### src/rtl/pc_sequencer.sv
// KGP_RISC program-counter sequencer: owns the PC, runs the IDLE/FETCH/EXEC/HALTED loop.
// Optional range checking of fetch addresses is compiled in with `define PC_BOUNDS_CHECK_EN.
module pc_sequencer #(
  parameter int unsigned       ADDR_W       = 32,
  parameter logic [ADDR_W-1:0] RESET_VECTOR = '0,
  parameter int unsigned       IMEM_BYTES   = 4096
) (
  input  logic              clk,
  input  logic              rst,
  input  logic              start,
  output logic              imem_req,
  output logic [ADDR_W-1:0] imem_addr,
  input  logic              imem_ack,
  output logic              instr_valid,
  input  logic              exec_done,
  input  logic              br_taken,
  input  logic [ADDR_W-1:0] br_target,
  input  logic              halt_instr,
  output logic [ADDR_W-1:0] pc,
  output logic [ADDR_W-1:0] npc,
  output logic              busy,
  output logic              halted,
  output logic              fault
);

  typedef enum logic [1:0] {
    S_IDLE,
    S_FETCH,
    S_EXEC,
    S_HALTED
  } state_t;

  localparam logic [ADDR_W-1:0] ALIGN_MASK = ~ADDR_W'(3);

  state_t            state, state_nx;
  logic [ADDR_W-1:0] pc_nx;
  logic              valid_nx;
  logic              enter_fetch;
  logic              fetch_blocked;

  // Branch targets are word-aligned by clearing the two low address bits.
  assign npc = pc + ADDR_W'(4);

  // NOTE: every signal written in always_comb gets a default first, so no path can infer a latch.
  always_comb begin
    state_nx    = state;
    pc_nx       = pc;
    valid_nx    = 1'b0;
    enter_fetch = 1'b0;
    case (state)
      S_IDLE, S_HALTED: begin
        if (start) begin
          state_nx    = S_FETCH;
          pc_nx       = RESET_VECTOR;
          enter_fetch = 1'b1;
        end
      end
      S_FETCH: begin
        if (fetch_blocked) begin
          state_nx = S_HALTED;
        end else if (imem_ack) begin
          state_nx = S_EXEC;
          valid_nx = 1'b1;
        end
      end
      S_EXEC: begin
        if (exec_done) begin
          if (halt_instr) begin
            state_nx = S_HALTED;
          end else begin
            state_nx    = S_FETCH;
            enter_fetch = 1'b1;
            pc_nx       = br_taken ? (br_target & ALIGN_MASK) : npc;
          end
        end
      end
      default: state_nx = S_IDLE;
    endcase
  end

  // NOTE: state uses non-blocking assignments and a synchronous reset sampled on the clock edge.
  always_ff @(posedge clk) begin
    if (rst) begin
      state       <= S_IDLE;
      pc          <= RESET_VECTOR;
      instr_valid <= 1'b0;
    end else begin
      state       <= state_nx;
      pc          <= pc_nx;
      instr_valid <= valid_nx;
    end
  end

`ifdef PC_BOUNDS_CHECK_EN
  localparam logic [ADDR_W-1:0] IMEM_LIMIT = ADDR_W'(IMEM_BYTES);

  logic fault_q;

  // Evaluated on every FETCH entry, so an in-range restart clears a sticky fault.
  always_ff @(posedge clk) begin
    if (rst) begin
      fault_q <= 1'b0;
    end else if (enter_fetch) begin
      fault_q <= (pc_nx >= IMEM_LIMIT);
    end
  end

  assign fault         = fault_q;
  assign fetch_blocked = fault_q;
`else
  assign fault         = 1'b0;
  assign fetch_blocked = 1'b0;
`endif

  assign imem_req  = (state == S_FETCH) && !fetch_blocked;
  assign imem_addr = imem_req ? pc : '0;
  assign busy      = (state == S_FETCH) || (state == S_EXEC);
  assign halted    = (state == S_HALTED);

endmodule

### config.mk
export PLATFORM = sky130hd
export DESIGN_NAME = pc_sequencer
export DESIGN_NICKNAME = d
export VERILOG_FILES = /design/src/rtl/pc_sequencer.sv
export SDC_FILE = /design/constraint.sdc
export NUM_CORES = 1
export LEC_CHECK = 0
export ABC_AREA = 1
export CORE_UTILIZATION = 45
export CTS_CLUSTER_SIZE = 40
export DETAILED_ROUTE_END_ITERATION = 8
export GPL_TIMING_DRIVEN = 0
export HOLD_SLACK_MARGIN = 0.15
export PLACE_DENSITY = 0.88
export RECOVER_POWER = 25
export SLEW_MARGIN = 15
export SYNTH_ARGS = -nofsm -noshare
export SYNTH_HDL_FRONTEND = slang
export SYNTH_SLANG_ARGS = --single-unit
### constraint.sdc
create_clock -name clk -period 4.6 [get_ports clk]
set_input_delay 0.46 -clock clk [delete_from_list [all_inputs] [get_ports clk]]
set_output_delay 0.46 -clock clk [all_outputs]
set_load 0.005 [all_outputs]
==> metrics.txt <==
Final setup viols=0; Distinct cells, synth=31; most frequent cells in the layout=nand2_1, clkdlybuf4s50_1, nor2_1, inv_1, dfxtp_1; final wirelength=9.84 mm; Reg clk slew, reported paths=80 ps; share of the yosys chip area belonging to registers=23.0%; Clock Root Buffer=clkbuf_8; placed cell area=4280 um^2; layout cells sized above 1=7.18%; Via density=5.00; most common cell after layout, fill and taps aside=nand2_1; Max stage delay on crit path=490 ps; min cycle time layout=2780 ps; layout net count=about 700; crit-path max FO=6; WP data arrival=2320 ps; I/O pins=between 100 and 150; CTS Buf Count=5; Area Overhead vs Synth=53.2%; synth top area cells=nand2_1, dfxtp_1, nor2_1, inv_1, a21oi_1; FF+latch area=661 um^2; Final period util=60.4%; hold buffer count at cts=0; first drt pass iteration count=5; endpoints failing hold=0; Worst EP required=4140 ps; first-pass GRT wire length=15.2 mm; synth warn=0; Placement Rows=28; Post-CTS Setup Bufs=0; htree depth=2; Non-Filler Instances=730; Synth Register Bits=33; Syn Inst Count=512; largest net degree at the start of global routing=12; worst-path cell chain=ha_1, nand2_1, nor2_1, nand2_2, nor2_1, nand3b_1, nand2_1, clkdlybuf4s50_1; Finished Cell Area=~4400 um^2; pwr/cell area=308 nW/um^2; area of the multi-input gates=~1800 um^2; GRT overflow=0; CTS tree=done; Final ANT Viol Nets=0; Worst setup SP type=flop; setup TNS=0 ps; die width=around 80 um; ant diodes=0; DRC=0; worst vdd ir=0.000545 V; Slew Limit Fails=0; DP Cell Count=722; DP Wirelength=7.66 mm; Core Box Area=6030 um^2; gpl congestion=0.902; biggest area consumer among synthesized cells=nand2_1; share of Yosys cell area claimed by the top area cell type=about 23%; number of port buffers=129; Initial Util=47.7%; status=completed; fmax=360 MHz; Final Skew=11.2 ps; FILL cells=roughly 540; Pleak=2.09 nW; mapped cell area=2870 um^2; clk sinks=33; normalized max-slew margin=between 50% and 60%; total track usage=29.8%; max-cap viol count=0; Critical Path End Type=output port; measured slew at the worst slew-check pin=between 600 and 700 ps; DR WL/cell=13.5 um; Clock Latency Late Sink=roughly 290 ps; Crit Path Class=reg2out; total number of vias=3648; CTS max path bufs=2; vias in the first global route=3365; die height=roughly 82 um; initial antenna violation count=0; CTS-repair resized insts=0; die area=6700 um^2; Critical-path top delay cell=clkdlybuf4s50_1; register-to-register setup slack=2700 ps; drt initial violations=approximately 180; RSZ-0062 raised after global routing=no; class of the worst hold path=in2reg; Mapped Avg Cell Area=5.61 um^2
==> worst max-delay path, delay by kind of cell (launching register included) <==
kind,cells,cell delay (ps)
simple gates,6,870
buf+inv,1,490
flops,1,430
fa+ha+maj,1,240
==> synthesized netlist by cell type <==
library cell,count
a211oi_1,2
a21o_1,1
a21oi_1,31
a21oi_2,3
and2_1,1
buf_1,2
buf_2,5
buf_4,7
buf_6,2
clkbuf_1,6
clkbuf_8,3
conb_1,1
dfxtp_1,33
ha_1,4
inv_1,68
inv_2,1
nand2_1,177
nand2_2,4
nand2_4,2
nand2_8,1
nand3_1,26
nand3b_1,2
nor2_1,88
nor2_2,4
nor2_4,5
nor2_8,2
o211ai_1,1
o21ai_0,14
o21ai_1,8
xnor2_1,4
xor2_1,4
==> cell families after synthesis <==
kind of cell | Yosys count | share of synthesized area, %
XOR/XNOR | 8 | 2.44
AO/OA/AOI/OAI | 60 | 11.2
buffers and inverters | 94 | 15.0
flip-flops | 33 | 23.0
AND/OR/NAND/NOR | 312 | 46.5
other | 1 | 0.131
adder cells (fa/ha/maj) | 4 | 1.74
==> flip-flops by register name (all words and copies together), names as in the netlist <==
| signal | count |
|---|---|
| state | 2 |
| instr_valid | 1 |
| pc | 30 |
==> metal layers <==
layer	part of all wire, %	GRT usage (%)	up-vias
li1	-	-	1837
met3	7.7	7.00	23
met1	41	35.0	1638
met5	0	0	-
met4	2.2	10.7	0
met2	49	52.4	150
==> power by group <==
group,switching [mW],leakage (nW),internal [mW],total [mW]
Combinational,0.381,1.76,0.293,0.674
Clock,0.120,0.0574,0.176,0.296
Sequential,0.0594,0.267,0.323,0.382
==> layout make-up <==
type / instances / area share, %
buffer: 25 / 3.90
clock buffer: 6 / 1.88
clock inverter: 2 / 0.853
inverter: 69 / 5.89
multi-input combinational: 391 / 41.0
sequential: 33 / 15.0
tap: 75 / 2.13
timing repair buffer: 129 / 29.4
==> path summary, 6_finish.rpt <==
| kind | from | endpoint | depth (start not counted) |
|---|---|---|---|
| min | rst | pc[10] | 2 |
| max | pc[3] | npc[20] | 8 |
| min reg2reg | pc[31] | pc[31] | 2 |
| max reg2reg | state[0] | pc[22] | 11 |
==> stage by stage <==
| stage | total power, mW | setup slack [ps] | hold slack (ps) | util (%) |
|---|---|---|---|---|
| 5_1_grt | 1.43 | 1650 | 343 | 73.0 |
| 6_report | 1.35 | 1820 | 353 | 73.0 |
| 4_1_cts | 1.35 | 1810 | 346 | 73.0 |
| 2_1_floorplan | 0.739 | 2890 | 475 | - |
| 3_3_place_gp | 1.04 | 2200 | 496 | 71.0 |
| 3_5_place_dp | 1.06 | 2140 | 513 | 71.0 |
No activity file was read; power rests on OpenSTA's default activity.
